--- src/rtl/column_select_encoder.sv ---
// Connect4 column selector: debounced left/right/drop buttons drive a one-hot
// cursor; a drop hands the cursor column to the game logic via valid/ready.
module column_select_encoder #(
  parameter int NUM_COLS        = 7,
  parameter int DEBOUNCE_CYCLES = 50000,
  parameter int START_COL       = 3
) (
  input  logic                clk,
  input  logic                reset_n,
  input  logic                btn_left,
  input  logic                btn_right,
  input  logic                btn_drop,
  input  logic [NUM_COLS-1:0] column_full,
  input  logic                drop_ready,
  output logic [NUM_COLS-1:0] cursor_col,
  output logic [NUM_COLS-1:0] drop_column,
  output logic                drop_valid,
  output logic                drop_reject,
  output logic                board_full
);

  localparam int CNT_W = $clog2(DEBOUNCE_CYCLES + 1);
  localparam int IDX_W = $clog2(NUM_COLS);
  localparam int BTN_LEFT  = 0;
  localparam int BTN_RIGHT = 1;
  localparam int BTN_DROP  = 2;
  localparam logic [NUM_COLS-1:0] ONE          = {{(NUM_COLS-1){1'b0}}, 1'b1};
  localparam logic [NUM_COLS-1:0] START_ONEHOT = ONE << START_COL;

  typedef enum logic {IDLE, PENDING} state_t;

  logic [2:0] raw;
  logic [2:0] pulse;

  assign raw = {btn_drop, btn_right, btn_left};

  // One synchroniser / debouncer / edge detector per button.
  generate
    for (genvar gi = 0; gi < 3; gi++) begin : g_btn
      logic             sync1;
      logic             sync2;
      logic             deb;
      logic             deb_d;
      logic             edge_pulse;
      logic [CNT_W-1:0] cnt;

      // Synchronise, debounce (flip after DEBOUNCE_CYCLES differing samples), detect rising edge.
      always_ff @(posedge clk or negedge reset_n) begin
        if (!reset_n) begin
          sync1      <= 1'b0;
          sync2      <= 1'b0;
          deb        <= 1'b0;
          deb_d      <= 1'b0;
          edge_pulse <= 1'b0;
          cnt        <= '0;
        end else begin
          sync1      <= raw[gi];
          sync2      <= sync1;
          deb_d      <= deb;
          edge_pulse <= deb & ~deb_d;
          if (sync2 == deb) begin
            cnt <= '0;
          end else if (cnt == CNT_W'(DEBOUNCE_CYCLES - 1)) begin
            deb <= ~deb;
            cnt <= '0;
          end else begin
            cnt <= cnt + 1'b1;
          end
        end
      end

      assign pulse[gi] = edge_pulse;
    end
  endgenerate

  state_t              state;
  logic [IDX_W-1:0]    cur_idx;
  logic [IDX_W-1:0]    right_idx;
  logic [IDX_W-1:0]    left_idx;
  int                  right_tmp;
  int                  left_tmp;
  logic [NUM_COLS-1:0] right_next;
  logic [NUM_COLS-1:0] left_next;

  // Nearest free column above/below the cursor (wrapping), excluding the cursor itself.
  // Scanning from the farthest offset down lets the nearest free column win.
  always_comb begin
    cur_idx    = '0;
    right_idx  = '0;
    left_idx   = '0;
    right_tmp  = 0;
    left_tmp   = 0;
    right_next = cursor_col;
    left_next  = cursor_col;
    for (int k = 0; k < NUM_COLS; k++) begin
      if (cursor_col[k]) cur_idx = IDX_W'(k);
    end
    for (int k = NUM_COLS - 1; k >= 1; k--) begin
      right_tmp = int'(cur_idx) + k;
      if (right_tmp >= NUM_COLS) right_tmp = right_tmp - NUM_COLS;
      left_tmp = int'(cur_idx) - k;
      if (left_tmp < 0) left_tmp = left_tmp + NUM_COLS;
      right_idx = IDX_W'(right_tmp);
      left_idx  = IDX_W'(left_tmp);
      if (!column_full[right_idx]) right_next = ONE << right_idx;
      if (!column_full[left_idx])  left_next  = ONE << left_idx;
    end
  end

  // Cursor / drop handshake FSM; drop wins over moves, opposing moves cancel.
  always_ff @(posedge clk or negedge reset_n) begin
    if (!reset_n) begin
      state       <= IDLE;
      cursor_col  <= START_ONEHOT;
      drop_column <= '0;
      drop_valid  <= 1'b0;
      drop_reject <= 1'b0;
      board_full  <= 1'b0;
    end else begin
      board_full  <= &column_full;
      drop_reject <= 1'b0;
      case (state)
        IDLE: begin
          if (pulse[BTN_DROP]) begin
            if ((column_full & cursor_col) == '0) begin
              state       <= PENDING;
              drop_column <= cursor_col;
              drop_valid  <= 1'b1;
            end else begin
              drop_reject <= 1'b1;
            end
          end else if (pulse[BTN_RIGHT] && !pulse[BTN_LEFT]) begin
            cursor_col <= right_next;
          end else if (pulse[BTN_LEFT] && !pulse[BTN_RIGHT]) begin
            cursor_col <= left_next;
          end
        end
        PENDING: begin
          if (drop_ready) begin
            state       <= IDLE;
            drop_valid  <= 1'b0;
            drop_column <= '0;
          end
        end
        default: state <= IDLE;
      endcase
    end
  end

endmodule
--- config.mk ---
export PLATFORM = sky130hd
export DESIGN_NAME = column_select_encoder
export DESIGN_NICKNAME = d
export VERILOG_FILES = /design/src/rtl/column_select_encoder.sv
export SDC_FILE = /design/constraint.sdc
export NUM_CORES = 1
export LEC_CHECK = 0
export ABC_AREA = 1
export ABC_CLOCK_PERIOD_IN_PS = 4550
export BUFFER_PORTS_ARGS = -buffer_cell sky130_fd_sc_hd__clkbuf_2
export CORE_UTILIZATION = 25
export CTS_CLUSTER_SIZE = 30
export DETAILED_ROUTE_END_ITERATION = 10
export GPL_TIMING_DRIVEN = 0
export HOLD_SLACK_MARGIN = 0.08
export SKIP_CTS_REPAIR_TIMING = 1
export SYNTH_ARGS = -nofsm -noshare
export SYNTH_HDL_FRONTEND = slang
export SYNTH_SLANG_ARGS = --single-unit
--- constraint.sdc ---
create_clock -name clk -period 4.55 [get_ports clk]
set_clock_uncertainty 0.1 [all_clocks]
set_input_delay 0.455 -clock clk [delete_from_list [all_inputs] [get_ports clk]]
set_output_delay 0.455 -clock clk [all_outputs]
set_load 0.03 [all_outputs]
==> qor.tcl <==
set qor(wl_met2_mm) 6.73
set qor(timing.critical_path.from) {cursor_col[2]}
set qor(timing.slew.headroom) 0.591
set qor(synth_cell_type_count) 47
set qor(fill_cells) 2376
set qor(top_layer) {met4}
set qor(avgViaCountPerCell) 4.69
set qor(async_flop_share) 1.00
set qor(place_congestion) 0.930
set qor(maxCapViolations) 0
set qor(synth.largest_area_cell) {dfrtp_1}
set qor(sequential_fraction_of_the_synthesis_area) 0.365
set qor(worst_skew_pair_latency_ns) 0.33
set qor(crit_slowest_cell) {dfrtp_1}
set qor(crit_chain) {inv_1 -> nand2_1 -> nand2_2 -> nand2_4 -> a21oi_2 -> ha_1 -> inv_1 -> ha_1 -> buf_2 -> nand2_1 -> inv_1 -> nor2_1 -> inv_1 -> a21oi_2 -> o21ai_0 -> a21oi_1 -> o21ai_1 -> nand2_2 -> nor2_1 -> nand3_1 -> nand3_4 -> nor2_2 -> nand3_1 -> nand2_1}
set qor(clock_tree.buffer_depth) 2
set qor(reg2reg_depth) 24
set qor(fin_ws_ns) 0.376
set qor(drt_first_pass_iters) 5
set qor(pre_cts_setup_slack_ns) 0.432
set qor(area_delta_synth_final_pct) 15.4
set qor(rr_endpoint) {cursor_col[0]}
set qor(initial_antenna_violation_count) 0
set qor(port_buffers) 25
set qor(core_area_um2) 21800
set qor(netlist_top_cells_count) {nand2_1 (204), inv_1 (100), dfrtp_1 (80)}
set qor(grt_overflow_total) 0
set qor(synth_enable_flop_cells) 0
set qor(met3_length_um) 831
set qor(grt_first_pass_wirelength_mm) 23.7
set qor(min_period_ns) 4.17
set qor(route.detailed.wl_per_inst_um) 12.9
set qor(crit_path_frequent_cell) {inv_1}
set qor(cells_taking_the_most_area_after_synthesis) {dfrtp_1 (36%), nand2_1 (14%), inv_1 (6.8%)}
set qor(worst_hold_slack_ns) 0.132
set qor(totalNegativeSetupSlack_ns) 0
set qor(leakagePower_nw) 3.05
set qor(wirelength_mm) 14.3
set qor(worst_ir_drop_vdd_mv) 0.199
set qor(yosys_warnings) 0
set qor(critical_path_arrival_ns) 4.34
set qor(grt_setup_unrepaired) {no}
set qor(cp_max_fo) 10
set qor(power_density_nw_per_um2) 259
set qor(synthMostInstantiatedCell) {nand2_1}
set qor(post-dp-hpwl_mm) 10.9
set qor(run_status) {completed}
set qor(final_antenna_net_count) 0
set qor(endpoint_kind) {flip-flop}
set qor(syn_nets) 814
set qor(report.final.slew_viol_count) 0
set qor(num_io_pins) 30
set qor(critPathLaunchType) {flip-flop}
set qor(rrSetupSlack_ns) 0.38
set qor(worstSetupPathType) {reg2reg}
set qor(detailroute.via_count) 5194
set qor(dominant_register_cell_in_the_synthesized_netlist) {dfrtp_1}
set qor(clock_sink_count) 81
set qor(synth_cells) 784
set qor(tritoncts.num_buffers) 9
set qor(layout_worst_path_cycle_share) 0.917
set qor(detail_route.wirelength.met1_mm) 6.41
set qor(highest_cell_delay_on_the_worst_timing_path_ns) 0.50
set qor(ctsHtreeMaxLevel) 3
set qor(clkTransAtPathRegs_ns) 0.06
set qor(cts_tree) {built}
set qor(die_height_um) 151
set qor(drt_iter0_markers) 293
set qor(final_stage_net_count) 852
set qor(first_global_vias) 4791
set qor(peak_freq_mhz) 240
set qor(die_area_um2) 22800
set qor(grtUsageTotal) 0.132
set qor(floorplan.die.width_um) 151
set qor(row_count) 54
set qor(finalSetupViolCount) 0
set qor(maximum_number_of_pins_on_one_net_before_global_route_repair) 44
set qor(design_power_total_mw) 1.66
set qor(syn_avg_cell_area_um2) 7.09
set qor(worst-endpoint-required_ns) 4.72
set qor(route.detailed.drc) 0
set qor(ratio_of_cells_with_drive_above_1_in_the_final_layout) 0.0979
set qor(min_path_type) {in2reg}
set qor(crit_path_end) {cursor_col[0]}
set qor(synth_top_area_frac) 0.360
set qor(clock_tree.root_cell) {clkbuf_16}
set qor(max_slew.worst_pin.slew_ns) 0.614
set qor(reg_to_reg_critical_path_startpoint) {cursor_col[2]}
set qor(synth_seq_cells) 81
set qor(timing.final.hold_violations) 0
set qor(initial_cell_density_of_the_core) 0.255
set qor(synth_area_um2) 5560
[where the power goes]
part           internal (mW)  switching (mW)
Sequential             0.730         0.00569
Clock                  0.539           0.279
Combinational         0.0321          0.0776
Total                   1.30           0.362
[stage by stage]
stage,instance area [um^2],util,instances
finish,6410,0.294,1108
detailed placement,6050,0.277,1090
CTS,6400,0.293,1106
floorplan,5560,-,784
global placement,6030,0.276,1089
global route,6410,0.294,1107
[worst min path at each step]
stage	from	endpoint	slack [ns]	cells past startpoint
2_1_floorplan	reset_n	board_full	0.06	0
3_3_place_gp	g_btn[0].sync1	g_btn[0].sync2	0.23	0
3_5_place_dp	g_btn[1].sync1	g_btn[1].sync2	0.24	0
4_1_cts	reset_n	g_btn[1].cnt[11]	0.05	1
5_1_grt	btn_left	g_btn[0].sync1	0.12	1
6_report	btn_left	g_btn[0].sync1	0.13	1
[cell type report]
cell class              instances  area [um^2]  share of cell area
inverters                     104          390              0.0609
diodes                          1         2.50            0.000390
repair buffers                 27          158              0.0246
flip-flops and latches         81         2030               0.316
plain buffers                  12         63.8             0.00995
clock buffers                  10          229              0.0357
well taps                     280          350              0.0546
clock inverters                 6          115              0.0180
multi-input cells             587         3070               0.480
[worst max-delay path, delay by kind of cell (launching register included)]
family | cells | cell delay (ns)
AOI/OAI and AO/OA | 5 | 1.14
adders and majority gates | 2 | 0.49
buffers and inverters | 5 | 0.49
DFF | 1 | 0.50
and+or+nand+nor | 12 | 1.39
[placed cells by master (no fill, tap or decap), types with 4 or more instances in the layout]
cell and instances:
nand3_1 73, nor3_1 21, inv_1 100, nor2_1 65, a21oi_1 40, ha_1 16
a21oi_2 4, o211ai_1 7, nand4_1 7, a211oi_1 4, o21ai_0 37, nand2_1 204
clkbuf_16 9, nand2_2 15, o21ai_1 13, dfrtp_1 80, clkbuf_1 10, nor4_1 11
xor2_1 10, xnor2_1 5, nor3b_1 22, clkbuf_2 24
[per-layer routing]
metal,up-vias,track usage
li1,2669,-
met1,2372,0.168
met2,126,0.219
met4,0,0.0490
met5,-,0
met3,27,0.0280
[registers in the layout (all words and copies together), names as in the netlist, 3 cells and up]
register / flops
g_btn.cnt: 48
cursor_col: 7
drop_column: 7
g_btn.deb: 3
g_btn.deb_d: 3
g_btn.edge_pulse: 3
g_btn.sync1: 3
g_btn.sync2: 3
[kinds of logic (layout without fill, tap and decap cells)]
kind of cell,after synthesis,in the layout,share of synthesized area
DFF,81,81,0.365
adders and majority gates,17,17,0.0396
muxes,2,2,0.00405
AOI/OAI and AO/OA,119,119,0.122
buffers and inverters,116,159,0.0817
and+or+nand+nor,433,433,0.359
other,0,1,0
xor gates and xnor gates,16,16,0.0286
No activity file was read; power rests on OpenSTA's default activity.
